[config.mk]
export PLATFORM = sky130hd
export DESIGN_NAME = lsu_dm_master
export DESIGN_NICKNAME = d
export VERILOG_FILES = /design/src/rtl/lsu_dm_master_pkg.sv /design/src/rtl/lsu_dm_master_load_fmt.sv /design/src/rtl/lsu_dm_master.sv
export SDC_FILE = /design/constraint.sdc
export NUM_CORES = 1
export LEC_CHECK = 0
export ABC_AREA = 1
export ABC_CLOCK_PERIOD_IN_PS = 1680
export CAP_MARGIN = 20
export CORE_ASPECT_RATIO = 0.75
export CORE_MARGIN = 1.5
export CORE_UTILIZATION = 55
export DETAILED_ROUTE_END_ITERATION = 7
export DONT_BUFFER_PORTS = 1
export GPL_TIMING_DRIVEN = 0
export PLACE_DENSITY = 0.79
export SETUP_SLACK_MARGIN = 0.15
export SLEW_MARGIN = 20
export SYNTH_ARGS = -nofsm -noshare
export SYNTH_HDL_FRONTEND = slang
export SYNTH_HIERARCHICAL = 1
export SYNTH_SLANG_ARGS = --single-unit
export TNS_END_PERCENT = 30
[constraint.sdc]
create_clock -name clk -period 1.68 [get_ports clk]
set_input_delay 0.336 -clock clk [delete_from_list [all_inputs] [get_ports clk]]
set_output_delay 0.336 -clock clk [all_outputs]
set_load 0.005 [all_outputs]
[src/rtl/lsu_dm_master_pkg.sv]
// Shared definitions for the load/store initiator: access size codes,
// fault cause codes, FSM state encoding and the alignment check.
package lsu_dm_master_pkg;

    localparam logic [1:0] SZ_BYTE = 2'b00;
    localparam logic [1:0] SZ_HALF = 2'b01;
    localparam logic [1:0] SZ_WORD = 2'b10;
    localparam logic [1:0] SZ_RSVD = 2'b11;

    localparam logic [1:0] CAUSE_NONE     = 2'b00;
    localparam logic [1:0] CAUSE_MISALIGN = 2'b01;
    localparam logic [1:0] CAUSE_RANGE    = 2'b10;

    typedef enum logic [1:0] {
        ST_IDLE = 2'd0,
        ST_ACC1 = 2'd1,
        ST_ACC2 = 2'd2
    } lsu_state_e;

    // The reserved size code is reported as a misalignment.
    function automatic logic is_misaligned(input logic [1:0] size, input logic [1:0] a_lo);
        logic r;
        case (size)
            SZ_BYTE: r = 1'b0;
            SZ_HALF: r = a_lo[0];
            SZ_WORD: r = (a_lo != 2'b00);
            SZ_RSVD: r = 1'b1;
            default: r = 1'b1;
        endcase
        return r;
    endfunction

endpackage

[src/rtl/lsu_dm_master_load_fmt.sv]
// Load result formatter (combinational).
// Ports:
//   size_i     access size code
//   unsigned_i 1 = zero-extend byte/half results
//   lo_i       low byte captured in the first halfword access
//   dm_dout_i  DM read data of the final access
//   rdata_o    32-bit load result
module lsu_dm_master_load_fmt
    import lsu_dm_master_pkg::*;
(
    input  logic [1:0]  size_i,
    input  logic        unsigned_i,
    input  logic [7:0]  lo_i,
    input  logic [31:0] dm_dout_i,
    output logic [31:0] rdata_o
);

    logic [7:0] b;
    assign b = dm_dout_i[7:0];

    always_comb begin
        rdata_o = dm_dout_i;
        case (size_i)
            SZ_BYTE: rdata_o = unsigned_i ? {24'b0, b} : {{24{b[7]}}, b};
            // Second access of a halfword returns the high byte.
            SZ_HALF: rdata_o = unsigned_i ? {16'b0, b, lo_i} : {{16{b[7]}}, b, lo_i};
            default: rdata_o = dm_dout_i;
        endcase
    end

endmodule

[src/rtl/lsu_dm_master.sv]
// Load/store initiator between the CPU MEM stage and the byte/word data memory.
// Accepts one request per handshake in IDLE, checks range and alignment,
// drives the DM port for one (byte/word) or two (halfword) cycles and returns
// an extended load result or a store completion pulse.
// Ports:
//   clk, clr_n                 clock, async active-low reset
//   req_*                      request handshake and payload
//   rsp_valid, rsp_rdata       completion pulse and held load result
//   fault, fault_cause         rejection pulse and held cause
//   dm_addr/dm_din/dm_wr/dm_byte/dm_dout   data memory port
module lsu_dm_master
    import lsu_dm_master_pkg::*;
#(
    parameter int DM_AW = 12
) (
    input  logic        clk,
    input  logic        clr_n,
    input  logic        req_valid,
    output logic        req_ready,
    input  logic        req_store,
    input  logic [1:0]  req_size,
    input  logic        req_unsigned,
    input  logic [31:0] req_addr,
    input  logic [31:0] req_wdata,
    output logic        rsp_valid,
    output logic [31:0] rsp_rdata,
    output logic        fault,
    output logic [1:0]  fault_cause,
    output logic [31:0] dm_addr,
    output logic [31:0] dm_din,
    output logic        dm_wr,
    output logic        dm_byte,
    input  logic [31:0] dm_dout
);

    lsu_state_e  state_q;
    logic        store_q;
    logic [1:0]  size_q;
    logic        uns_q;
    logic [7:0]  whi_q;
    logic [7:0]  lo_q;
    logic        rsp_valid_q;
    logic [31:0] rsp_rdata_q;
    logic        fault_q;
    logic [1:0]  fault_cause_q;
    logic [31:0] dm_addr_q;
    logic [31:0] dm_din_q;
    logic        dm_wr_q;
    logic        dm_byte_q;
    logic [31:0] fmt_rdata;
    logic        out_of_range;

    assign out_of_range = |req_addr[31:DM_AW];

    lsu_dm_master_load_fmt u_fmt (
        .size_i     (size_q),
        .unsigned_i (uns_q),
        .lo_i       (lo_q),
        .dm_dout_i  (dm_dout),
        .rdata_o    (fmt_rdata)
    );

    always_ff @(posedge clk or negedge clr_n) begin
        if (!clr_n) begin
            state_q       <= ST_IDLE;
            store_q       <= 1'b0;
            size_q        <= SZ_BYTE;
            uns_q         <= 1'b0;
            whi_q         <= 8'h00;
            lo_q          <= 8'h00;
            rsp_valid_q   <= 1'b0;
            rsp_rdata_q   <= 32'h0;
            fault_q       <= 1'b0;
            fault_cause_q <= CAUSE_NONE;
            dm_addr_q     <= 32'h0;
            dm_din_q      <= 32'h0;
            dm_wr_q       <= 1'b0;
            dm_byte_q     <= 1'b0;
        end else begin
            rsp_valid_q <= 1'b0;
            fault_q     <= 1'b0;
            case (state_q)
                ST_IDLE: begin
                    dm_wr_q   <= 1'b0;
                    dm_byte_q <= 1'b0;
                    if (req_valid) begin
                        if (out_of_range) begin
                            fault_q       <= 1'b1;
                            fault_cause_q <= CAUSE_RANGE;
                        end else if (is_misaligned(req_size, req_addr[1:0])) begin
                            fault_q       <= 1'b1;
                            fault_cause_q <= CAUSE_MISALIGN;
                        end else begin
                            store_q   <= req_store;
                            size_q    <= req_size;
                            uns_q     <= req_unsigned;
                            whi_q     <= req_wdata[15:8];
                            // DM port is set up here so it is registered during ACC1.
                            dm_addr_q <= req_addr;
                            dm_din_q  <= req_wdata;
                            dm_wr_q   <= req_store;
                            dm_byte_q <= (req_size != SZ_WORD);
                            state_q   <= ST_ACC1;
                        end
                    end
                end
                ST_ACC1: begin
                    if (size_q == SZ_HALF) begin
                        lo_q      <= dm_dout[7:0];
                        dm_addr_q <= dm_addr_q + 32'd1;
                        dm_din_q  <= {24'b0, whi_q};
                        dm_wr_q   <= store_q;
                        dm_byte_q <= 1'b1;
                        state_q   <= ST_ACC2;
                    end else begin
                        rsp_valid_q <= 1'b1;
                        if (!store_q) rsp_rdata_q <= fmt_rdata;
                        dm_wr_q   <= 1'b0;
                        dm_byte_q <= 1'b0;
                        state_q   <= ST_IDLE;
                    end
                end
                ST_ACC2: begin
                    rsp_valid_q <= 1'b1;
                    if (!store_q) rsp_rdata_q <= fmt_rdata;
                    dm_wr_q   <= 1'b0;
                    dm_byte_q <= 1'b0;
                    state_q   <= ST_IDLE;
                end
                default: begin
                    dm_wr_q   <= 1'b0;
                    dm_byte_q <= 1'b0;
                    state_q   <= ST_IDLE;
                end
            endcase
        end
    end

    assign req_ready   = (state_q == ST_IDLE);
    assign rsp_valid   = rsp_valid_q;
    assign rsp_rdata   = rsp_rdata_q;
    assign fault       = fault_q;
    assign fault_cause = fault_cause_q;
    assign dm_addr     = dm_addr_q;
    assign dm_din      = dm_din_q;
    assign dm_wr       = dm_wr_q;
    assign dm_byte     = dm_byte_q;

endmodule

=== Yosys cells after proc, flatten, opt, wreduce, memory -nomap -nowiden ===
Index checks and enable logic that the tools add are counted.

* Register bits: 124
* Bits of input ports: 103
* Output and inout bits: 103

* Reductions and logical operators: 14
* $add $sub $neg: 1
* Multiplexer cells: 43
* Bitwise gates (word level): 2
* Eq/ne operators: 12

{| class="wikitable"
|+ Operator list
! cell !! number
|-
| $mux W32 || 12
|-
| $pmux W32 S2 || 4
|-
| $add A32 B1 Y32 const B || 1
|-
| $reduce_or A20 Y1 || 1
|-
| $mux W1 || 16
|-
| $mux W2 || 6
|-
| $ne A2 B2 Y1 const B || 6
|-
| $reduce_bool A2 Y1 || 4
|-
| $eq A2 B1 Y1 const B || 3
|-
| $eq A2 B2 Y1 const B || 3
|-
| $logic_not A2 Y1 || 3
|-
| $pmux W1 S2 || 3
|-
| $reduce_and A3 Y1 || 2
|-
| $reduce_and A5 Y1 || 1
|-
| $pmux W1 S4 || 1
|-
| $pmux W2 S2 || 1
|-
| $reduce_and A2 Y1 || 2
|-
| $reduce_and A4 Y1 || 1
|-
| $not A1 Y1 || 2
|}

=== Depth between registers and ports, before layout ===
Gate-level depths: netlist (run 1).

* Depth in word-level cells: 9
* Gate-level depth with buffers: 11
* Mapped depth without buffers: 11

=== Modules after synthesis ===
Netlist (run 1), hierarchy kept.

{| class="wikitable"
|+ Modules (own cells, without submodules)
! module !! times used !! area each (um2) !! sequential area each (um2) !! cells each
|-
| lsu_dm_master || 1 || 6221.0 || 3103.0 || 775
|-
| lsu_dm_master_load_fmt || 1 || 506.7 || 0.0 || 93
|}

=== Least setup slack after synthesis (run 1) ===
No wires, ideal clock.

* Kind: flip-flop to flip-flop
* From: reg state_q[1]
* To: reg dm_din_q[10] (netlist: dm_din[10])
* Path slack: -31 ps
* Arrival time: 1591 ps
* Cell stages (with the launch flop): 12
* Library setup time: 121 ps
* Path buffers: 3
* Cells stage by stage: dfrtp_1 > inv_1 > ha_1 > buf_2 > inv_2 > a21oi_1 > a21oi_1 > nand4_2 > buf_6 > buf_2 > nand2_1 > o21ai_1

* Longest elaborated chain between the ends: 3
* Elaborated cells on any way between the ends: 9
* Classes of those cells: eq/ne: 5; mux: 1; reduce/logical: 3

{| class="wikitable"
|+ Ends and longest elaborated chain
! item !! RTL line !! RTL
|-
| start: declaration || lsu_dm_master.sv:36 || <nowiki>lsu_state_e state_q;</nowiki>
|-
| start signal: assignment || lsu_dm_master.sv:65 || <nowiki>state_q <= ST_IDLE;</nowiki>
|-
| start signal: assignment || lsu_dm_master.sv:103 || <nowiki>state_q <= ST_ACC1;</nowiki>
|-
| start signal: assignment || lsu_dm_master.sv:114 || <nowiki>state_q <= ST_ACC2;</nowiki>
|-
| $eq A2 B1 Y1 / $logic_not A2 Y1 (equally long branches) || lsu_dm_master.sv:82 || <nowiki>case (state_q)</nowiki>
|-
| $ne A2 B2 Y1 (no line) / $reduce_bool A2 Y1 (equally long branches) || n/a ||
|-
| $reduce_and A5 Y1 (no line) || n/a ||
|-
| end signal: assignment || lsu_dm_master.sv:100 || <nowiki>dm_din_q <= req_wdata;</nowiki>
|-
| end signal: assignment || lsu_dm_master.sv:111 || <nowiki>dm_din_q <= {24'b0, whi_q};</nowiki>
|-
| end: declaration || lsu_dm_master.sv:47 || <nowiki>logic [31:0] dm_din_q;</nowiki>
|}

Several ways; a longest one is shown, not always the timed one.
A chain may end at the register's enable or synchronous reset.

=== Worst setup path after layout (run 1) ===
* From: reg dm_addr_q[0] (netlist: dm_addr[0])
* To: reg dm_addr_q[4] (netlist: dm_addr[4])

* Longest elaborated chain between the ends: 3

{| class="wikitable"
|+ Ends and longest elaborated chain
! item !! RTL line !! RTL
|-
| start: declaration || lsu_dm_master.sv:46 || <nowiki>logic [31:0] dm_addr_q;</nowiki>
|-
| start signal: assignment || lsu_dm_master.sv:99 || <nowiki>dm_addr_q <= req_addr;</nowiki>
|-
| start signal: assignment || lsu_dm_master.sv:110 || <nowiki>dm_addr_q <= dm_addr_q + 32'd1;</nowiki>
|-
| $add A32 B1 Y32 || lsu_dm_master.sv:110 ||
|-
| $mux W32 || lsu_dm_master.sv:108 || <nowiki>if (size_q == SZ_HALF) begin</nowiki>
|-
| $pmux W32 S2 || lsu_dm_master.sv:82 ||
|}

No other way between the ends. The select of a mux whose other input is x is not followed.

==> impl_metrics.py, run 1 <==
metrics = {
    "layout": {
        "final_common_cell": "nand2_1",
        "final_cell_mix": "nand2_1, dfrtp_1, nand3_1",
        "final_util_pct": 69.7,
        "syn_to_final_growth_pct": 21.6,
        "fin_cells": 1080,
        "drive_above_1_share_pct": 22.8,
        "nFillCells": 943,
        "antennaDiodeCount": 0,
        "nets": 1012,
    },
    "pwr": {
        "p_clk_share_pct": 52.4,
        "seq_power_share_pct": 42.9,
        "p_int_mw": 5.84,
        "powerDensity_nw_per_um2": 937,
        "p_comb_share_pct": 4.7,
        "leakagePower_nw": 3.90,
        "power_mw": 7.66,
        "peakVddDrop_uv": 744,
        "switching_power_mw": 1.82,
        "switching_share_pct": 23.8,
    },
    "die": {
        "io_pins": 206,
        "core-area_um2": 11700,
        "die_w_um": 131,
        "dieHeight_um": 98.8,
        "rows": 34,
        "die_area_um2": 12900,
        "initial_core_util_pct": 57.3,
    },
    "critical_path": {
        "crit_path_start_kind": "flip-flop",
        "critPathCaptureType": "flip-flop",
        "required_ns": 1.96,
        "cp.arrival_ns": 1.99,
        "path_max_fanout": 6,
        "worstSetupPathType": "flip-flop to flip-flop",
    },
    "timing": {
        "max_freq_mhz": 586,
        "slew_headroom_pct": 61.7,
        "setup_viol": 3,
        "finalMaxSlewViolations": 0,
        "rsz0062_at_grt": "yes",
        "period_minus_slack_ns": 1.71,
        "fin_crit_sh_pct": 102,
        "final.setup.tns_ns": -0.0452,
        "hold_viol": 124,
        "skew_ns": 0.0129,
        "hold_ws_ns": -0.373,
        "layout_setup_ws_ns": -0.0267,
        "worst_pin_slew_ns": 0.574,
    },
    "outcome": {
        "failed_checks": "hold timing, setup timing",
        "status": "finished with violations",
    },
    "drt": {
        "wl_um": 18500,
        "antenna_left": 0,
        "dr.pass1.iters": 5,
        "vias": 5866,
        "viasPerCell": 5.43,
        "drc_errors": 0,
        "drt_iter0_drc": 417,
        "wl_per_cell_um": 17.1,
    },
    "logic_synthesis": {
        "synth_fp_nets": 975,
        "synth-simple-area-share_pct": 33.9,
        "synth_xor_area_share_pct": 0.391,
        "synth_top_family_by_area": "simple AND/OR/NAND/NOR gates",
        "synth.avg_cell_area_um2": 7.75,
        "synthCells": 868,
        "synthAdderAreaFrac_pct": 0.744,
        "yosysSeqAreaShare_pct": 46.1,
        "yosysWarnings": 6,
        "synthMuxAreaShare_pct": 6.84,
        "synth-compound-area-share_pct": 5.82,
        "syn_area_um2": 6730,
        "ys_ff_latch": 124,
        "synth_cell_type_count": 36,
    },
    "placement": {
        "place.gp.congestion": 0.968,
        "place_inst": 1030,
        "dp_hpwl_um": 13200,
        "io_buffers": 0,
    },
    "worst_hold_path": {
        "hold_class": "input pin to asynchronous set/reset pin",
    },
    "global_routing": {
        "grt_pass1_vias": 5562,
        "grt_max_degree": 125,
        "grt_usage_pct": 29.4,
        "overflow": 0,
        "antenna_found_initial": 0,
        "grt_first_pass_wirelength_um": 29000,
    },
    "job": {
        "cap_viol_max_count": 0,
    },
    "clocking": {
        "clock_latency_ns": 0.41,
        "clk_pin_slew_ns": 0.06,
        "cts_buffers": 17,
        "clock_path_buffers": 2,
        "root_buffer": "clkbuf_16",
        "clock_sinks": 124,
        "htreeDepth": 4,
        "tritoncts": "yes",
    },
}
==> power groups by stage <==
stage / clock network (mW) / registers, mW / logic (mW)
after detailed placement: 0 / 3.33 / 0.337
after global routing: 4.20 / 3.31 / 0.414
final: 4.02 / 3.29 / 0.359
after global placement: 0 / 3.33 / 0.322
after CTS: 4.05 / 3.28 / 0.344
after floorplan: 0 / 3.27 / 0.289
==> state kept, by name (all words and copies together) (netlist names), 2 cells and up <==
signal / flops
fault_cause: 2
dm_din: 32
state_q: 2
size_q: 2
whi_q: 8
lo_q: 8
rsp_rdata: 32
dm_addr: 32
==> critical path, stage by stage (launching register included) <==
cell	delay [ns]
dfrtp_2	0.48
ha_4	0.20
nand2_4	0.08
nor2_4	0.05
buf_4	0.13
buf_4	0.12
or2_2	0.27
a22oi_1	0.16
o21ai_1	0.09
==> area by class of cell <==
class	count	area (um^2)	area share, %
Timing Repair Buffer	18	191	2.34
Sequential cell	124	3120	38.1
Multi-Input combinational cell	668	3480	42.5
Clock inverter	14	208	2.54
Buffer	34	369	4.51
Tap cell	162	203	2.48
Inverter	42	175	2.14
Clock buffer	18	439	5.37
==> cell usage after synthesis <==
| cell | number | area, um^2 |
|---|---|---|
| nor2_8 | 2 | 40.0 |
| o21ai_1 | 28 | 140 |
| buf_12 | 1 | 20.0 |
| nand3_1 | 62 | 310 |
| buf_1 | 3 | 11.3 |
| buf_4 | 2 | 15.0 |
| a22oi_1 | 1 | 7.51 |
| buf_2 | 8 | 40.0 |
| o31ai_1 | 1 | 7.51 |
| mux2_2 | 32 | 360 |
| inv_6 | 1 | 8.76 |
| buf_6 | 12 | 135 |
| nand4_2 | 1 | 12.5 |
| nor2_1 | 63 | 236 |
| mux2i_1 | 10 | 100 |
| dfrtp_1 | 124 | 3100 |
| nor2_4 | 2 | 22.5 |
| inv_2 | 3 | 11.3 |
| nand3b_1 | 2 | 15.0 |
| a2bb2oi_1 | 1 | 8.76 |
| o21bai_1 | 5 | 37.5 |
| nor2_2 | 4 | 25.0 |
| ha_1 | 4 | 50.1 |
| clkbuf_1 | 8 | 30.0 |
| o21ai_0 | 29 | 145 |
| nand2_2 | 15 | 93.8 |
| nand3_2 | 2 | 20.0 |
| nand2_8 | 1 | 20.0 |
| or2_2 | 4 | 25.0 |
| o21a_1 | 2 | 15.0 |
| clkinv_1 | 1 | 3.75 |
| or2_1 | 2 | 12.5 |
| inv_1 | 37 | 139 |
| a21oi_1 | 6 | 30.0 |
| xor2_1 | 3 | 26.3 |
| nand2_1 | 386 | 1450 |
==> metrics by stage <==
stage / cell area, um^2 / worst slack [ns]
2_1_floorplan: 6850 / 0.129
3_3_place_gp: 7050 / -0.289
3_5_place_dp: 7050 / -0.270
4_1_cts: 7950 / -0.0321
5_1_grt: 8180 / -0.116
6_report: 8180 / -0.0267
==> layer usage <==
metal,share of wire (%),vias up,global-route usage [%]
li1,-,2832,-
met1,43,2756,41.2
met2,45,259,44.0
met3,11,19,10.2
met4,0.88,0,6.59
met5,0,-,0
==> kinds of logic (layout without fill, tap and decap cells) <==
logic type,after synthesis,in the layout
AND/OR/NAND/NOR,546,546
flip-flops,124,124
buffers and inverters,76,126
AO/OA/AOI/OAI,73,73
multiplexers,42,42
adder cells (fa/ha/maj),4,4
XOR/XNOR,3,3
==> path summary, 6_finish.rpt <==
kind,startpoint,end,slack (ns),cells past startpoint
max,dm_addr[0],dm_addr[4],-0.03,8
min,clr_n,dm_addr[18],-0.37,0
max reg2reg,dm_addr[0],dm_addr[4],-0.03,8
min reg2reg,whi_q[0],whi_q[0],0.47,2
max in group asynchronous,clr_n,dm_addr[9],1.86,0
min in group clk,dm_dout[7],lo_q[7],0.05,2
==> repair_timing <==
| item | in CTS | in global routing |
|---|---|---|
| buffers inserted | 11 | 4 |
| hold endpoints to repair | 124 | 124 |
| gates resized for setup | 38 | 57 |
| setup endpoints to repair | 120 | 106 |
| gates cloned | 1 | 2 |
| pin swaps | 7 | 13 |
Note: power is estimated with default switching activity, not from simulation.
==> run 2, diff against run 1 <==
--- a/config.mk
+++ b/config.mk
@@ -15,7 +15,8 @@
 export DONT_BUFFER_PORTS = 1
 export GPL_TIMING_DRIVEN = 0
 export PLACE_DENSITY = 0.79
-export SETUP_SLACK_MARGIN = 0.15
+export REMOVE_ABC_BUFFERS = 1
+export SETUP_SLACK_MARGIN = 0.5
 export SLEW_MARGIN = 20
 export SYNTH_ARGS = -nofsm -noshare
 export SYNTH_HDL_FRONTEND = slang
==> impl_metrics.py, run 2 (synthesized netlist as in run 1, its figures left out) <==
metrics = {
    "timing": {
        "hold_ws_ns": -0.393,
        "worst_pin_slew_ns": 0.327,
        "period_minus_slack_ns": 1.84,
        "slew_headroom_pct": 78.2,
        "hold_viol": 124,
        "skew_ns": 0.0102,
        "final.setup.tns_ns": -10.56,
        "rsz0062_at_grt": "yes",
        "layout_setup_ws_ns": -0.158,
        "finalMaxSlewViolations": 0,
        "fin_crit_sh_pct": 109,
        "setup_viol": 96,
        "max_freq_mhz": 544,
    },
    "placement": {
        "dp_hpwl_um": 11400,
        "place_area_um2": 6740,
        "io_buffers": 0,
        "place.gp.congestion": 0.923,
        "place_ws_ns": -1.85,
    },
    "die": {
        "io_pins": 206,
        "initial_core_util_pct": 57.3,
        "rows": 34,
        "core-area_um2": 11700,
        "die_w_um": 131,
        "die_area_um2": 12900,
        "dieHeight_um": 98.8,
    },
    "clocking": {
        "clk_pin_slew_ns": 0.06,
        "root_buffer": "clkbuf_16",
        "tritoncts": "yes",
        "clock_sinks": 124,
        "clock_path_buffers": 2,
        "htreeDepth": 4,
        "clock_latency_ns": 0.42,
        "cts_buffers": 17,
    },
    "worst_hold_path": {
        "hold_class": "input pin to asynchronous set/reset pin",
    },
    "critical_path": {
        "cp.arrival_ns": 2.13,
        "crit_path_start_kind": "flip-flop",
        "critPathCaptureType": "flip-flop",
        "required_ns": 1.98,
        "worstRegToRegCells": 8,
        "worstSetupPathType": "flip-flop to flip-flop",
        "path_max_fanout": 7,
    },
    "pwr": {
        "powerDensity_nw_per_um2": 867,
        "switching_power_mw": 1.90,
        "seq_power_share_pct": 44.5,
        "p_comb_share_pct": 5.6,
        "leakagePower_nw": 4.00,
        "switching_share_pct": 25.6,
        "p_clk_share_pct": 49.9,
        "power_mw": 7.42,
        "peakVddDrop_uv": 763,
        "p_int_mw": 5.52,
    },
    "drt": {
        "wl_um": 21400,
        "wl_per_cell_um": 19.8,
        "antenna_left": 0,
        "viasPerCell": 5.88,
        "vias": 6355,
        "drt_iter0_drc": 555,
        "drc_errors": 0,
        "dr.pass1.iters": 5,
    },
    "global_routing": {
        "grt_pass1_vias": 5979,
        "overflow": 0,
        "antenna_found_initial": 0,
        "grt_usage_pct": 33.0,
        "grt_first_pass_wirelength_um": 31900,
        "grt_max_degree": 125,
    },
    "outcome": {
        "failed_checks": "hold timing, setup timing",
        "status": "finished with violations",
    },
    "layout": {
        "antennaDiodeCount": 0,
        "final_area_um2": 8550,
        "final_common_cell": "nand2_1",
        "final_cell_mix": "nand2_1, dfrtp_1, nand3_1",
        "syn_to_final_growth_pct": 27.1,
        "nets": 1013,
        "drive_above_1_share_pct": 26.0,
    },
    "job": {
        "cap_viol_max_count": 0,
    },
}
[run 2: cell count changes in the layout (fill, tap and decap cells not counted), moves of 8 or more]
cell / before / now
mux2_2: 32 / 9
buf_8: 11 / 0
nand2_4: 6 / 14
dfrtp_1: 114 / 97
nand2_1: 361 / 349
dfrtp_2: 10 / 26
mux2_4: 0 / 23
[run 2: worst max-delay path, stage by stage, from the launching register on]
cell	delay, ns
dfrtp_1	0.42
inv_2	0.10
ha_4	0.22
inv_4	0.07
a21oi_4	0.24
nand4_4	0.18
bufbuf_16	0.32
nand2_1	0.08
o21ai_1	0.08
[run 2: metal layers]
layer / vias to the layer above / share of wire [%] / track usage, % / wire length (um)
met1: 3027 / 41 / 45.9 / 8830
met2: 394 / 44 / 47.9 / 9480
met3: 69 / 12 / 11.9 / 2510
li1: 2865 / - / - / -
met4: 0 / 2.6 / 11.4 / 553
met5: - / 0 / 0 / 0
[run 2: stage by stage]
stage               util, %  instances
CTS                    70.1       1073
global placement       56.9        996
finish                 72.8       1081
global route           72.8       1081
floorplan                 -        834
detailed placement     57.4        998
[run 2: cell type report]
| cell class | count | area [um^2] |
|---|---|---|
| clock buffer | 18 | 429 |
| clock inverter | 14 | 161 |
| fill | 883 | 3190 |
| inverter | 42 | 186 |
| multi-input combinational | 678 | 3840 |
| sequential | 124 | 3140 |
| tap | 162 | 203 |
| timing repair buffer | 41 | 578 |
| timing repair inverter | 2 | 17.5 |
[run 2: power by group through the flow]
stage	clock network (mW)	logic [mW]	registers, mW
3_3_place_gp	0	0.317	3.32
3_5_place_dp	0	0.333	3.33
2_1_floorplan	0	0.280	3.27
6_report	3.70	0.414	3.30
5_1_grt	3.92	0.463	3.32
4_1_cts	3.73	0.379	3.29
[run 2: timing repair]
item / 4_1_cts / 5_1_grt
resized for setup: 107 / 71
endpoints found under the setup margin: 159 / 213
hold endpoints to repair: 124 / 124
pin swaps: 16 / 16
gates cloned: 15 / 3
setup buffers: 28 / 5
[run 2: worst paths after layout]
check / startpoint / to / slack [ns]
max: state_q[0] / dm_din[0] / -0.16
min: clr_n / dm_addr[16] / -0.39
max reg2reg: state_q[0] / dm_din[0] / -0.16
min reg2reg: whi_q[6] / whi_q[6] / 0.47
max in group asynchronous: clr_n / size_q[0] / 1.87
min in group clk: dm_dout[4] / lo_q[4] / 0.03
==> run 3, diff against run 2 <==
--- a/config.mk
+++ b/config.mk
@@ -10,11 +10,11 @@
 export CAP_MARGIN = 20
 export CORE_ASPECT_RATIO = 0.75
 export CORE_MARGIN = 1.5
-export CORE_UTILIZATION = 55
+export CORE_UTILIZATION = 58
 export DETAILED_ROUTE_END_ITERATION = 7
 export DONT_BUFFER_PORTS = 1
 export GPL_TIMING_DRIVEN = 0
-export PLACE_DENSITY = 0.79
+export PLACE_DENSITY = 0.82
 export REMOVE_ABC_BUFFERS = 1
 export SETUP_SLACK_MARGIN = 0.5
 export SLEW_MARGIN = 20
==> impl_metrics.py, run 3 (synthesized netlist as in run 1, its figures left out) <==
metrics = {
    "clocking": {
        "root_buffer": "clkbuf_16",
        "cts_buffers": 17,
        "clk_pin_slew_ns": 0.06,
        "htreeDepth": 4,
        "tritoncts": "yes",
        "clock_path_buffers": 2,
        "clock_latency_ns": 0.41,
        "clock_sinks": 124,
    },
    "layout": {
        "final_util_pct": 76.5,
        "nFillCells": 777,
        "antennaDiodeCount": 0,
        "syn_to_final_growth_pct": 26.3,
        "nets": 1008,
        "final_cell_mix": "nand2_1, dfrtp_1, nand3_1",
        "drive_above_1_share_pct": 30.1,
        "final_common_cell": "nand2_1",
    },
    "critical_path": {
        "crit_path_start_kind": "flip-flop",
        "cp.arrival_ns": 2.03,
        "path_buf_inv": 4,
        "worstSetupPathType": "flip-flop to flip-flop",
        "path_max_fanout": 6,
        "critPathCaptureType": "flip-flop",
        "cp_cell_sequence": "inv_2 > ha_4 > inv_16 > a21oi_4 > a21oi_4 > nand4_4 > buf_6 > buf_6 > nand2_1 > o21ai_1",
        "cp_top_family": "buffers and inverters",
        "required_ns": 2.01,
        "crit_slowest_cell": "dfrtp_1",
        "cpPeakStageDelay_ns": 0.38,
    },
    "timing": {
        "worst_pin_slew_ns": 0.333,
        "rsz0062_at_grt": "yes",
        "finalMaxSlewViolations": 0,
        "setup_viol": 21,
        "skew_ns": 0.0151,
        "fin_crit_sh_pct": 101,
        "hold_ws_ns": -0.377,
        "period_minus_slack_ns": 1.70,
        "hold_viol": 124,
        "slew_headroom_pct": 77.8,
        "layout_setup_ws_ns": -0.0172,
        "max_freq_mhz": 589,
    },
    "placement": {
        "dp_hpwl_um": 11600,
        "io_buffers": 0,
        "place.gp.congestion": 0.938,
    },
    "global_routing": {
        "overflow": 0,
        "grt_max_degree": 125,
        "grt_first_pass_wirelength_um": 30000,
        "grt_pass1_vias": 5769,
        "grt_usage_pct": 32.1,
        "antenna_found_initial": 0,
    },
    "drt": {
        "dr.pass1.iters": 5,
        "antenna_left": 0,
        "vias": 6276,
        "wl_per_cell_um": 20.2,
        "viasPerCell": 5.95,
        "drt_iter0_drc": 520,
        "wl_um": 21200,
        "drc_errors": 0,
    },
    "die": {
        "io_pins": 206,
        "rows": 33,
        "initial_core_util_pct": 60.6,
        "die_area_um2": 12300,
        "core-area_um2": 11100,
        "die_w_um": 127,
        "dieHeight_um": 96.3,
    },
    "outcome": {
        "status": "finished with violations",
        "failed_checks": "hold timing, setup timing",
    },
    "worst_hold_path": {
        "hold_class": "input pin to asynchronous set/reset pin",
    },
    "job": {
        "cap_viol_max_count": 0,
    },
    "pwr": {
        "peakVddDrop_uv": 660,
        "power_mw": 7.16,
        "powerDensity_nw_per_um2": 842,
        "leakagePower_nw": 3.96,
    },
}
## run 3: changes by cell type in the layout (fill, tap and decap cells not counted), sizes merged
cell      previous run  this run
nand4                7         1
clkinvlp             2         3
inv                 47        46
bufbuf               1         0
bufinv               2         1
buf                 38        37
nand2              405       403
clkbuf              20        26
## run 3: cell type report
type                    count  area (um^2)  share of cell area, %
multi-input cells         670         3740                   44.1
repair buffers             44          664                   7.82
repair inverters            2         17.5                  0.206
flip-flops and latches    124         3150                   37.1
clock inverters            13          116                   1.37
clock buffers              19          443                   5.21
inverters                  42          188                   2.21
well taps                 140          175                   2.06
## run 3: final timing paths
check / endpoint / slack, ns / from / depth (start not counted)
hold reg to reg: whi_q[2] / 0.48 / whi_q[2] / 2
setup / recovery: dm_din[14] / -0.02 / state_q[1] / 10
hold / removal: dm_addr[23] / -0.38 / clr_n / 0
setup reg to reg: dm_din[14] / -0.02 / state_q[1] / 10
min in group clk: lo_q[4] / 0.04 / dm_dout[4] / 2
max in group asynchronous: dm_din[3] / 1.85 / clr_n / 0
## run 3: power by group
part | total (mW) | leakage, nW | switching [mW] | internal (mW)
Sequential | 3.31 | 1.52 | 0.188 | 3.12
Combinational | 0.397 | 2.17 | 0.212 | 0.184
Clock | 3.45 | 0.270 | 1.37 | 2.08
## run 3: through the flow
step	instance area, um^2	hold WS, ns	std cells	setup WS, ns	TNS [ns]
6_report	8500	-0.377	1054	-0.0172	-0.155
4_1_cts	8090	-0.388	1042	-0.0165	-0.0743
5_1_grt	8500	-0.401	1054	-0.0901	-5.00
3_3_place_gp	6650	0.0428	974	-4.29	-370.85
3_5_place_dp	6730	0.0431	977	-1.49	-133.70
2_1_floorplan	6480	0.0404	834	-2.42	-200.34
## run 3: layer usage
metal	track usage (%)	routed length (um)
met1	42.7	8700
met2	49.5	9640
met3	11.1	2360
met4	11.0	535
met5	0	0
## run 3: timing repair
item                                   4_1_cts  5_1_grt
pin swaps                                   26       19
endpoints found under the hold margin      124      124
gates resized for setup                    150       58
gates cloned                                 8        9
setup endpoints to repair                  156      173
buffers inserted                            25        3
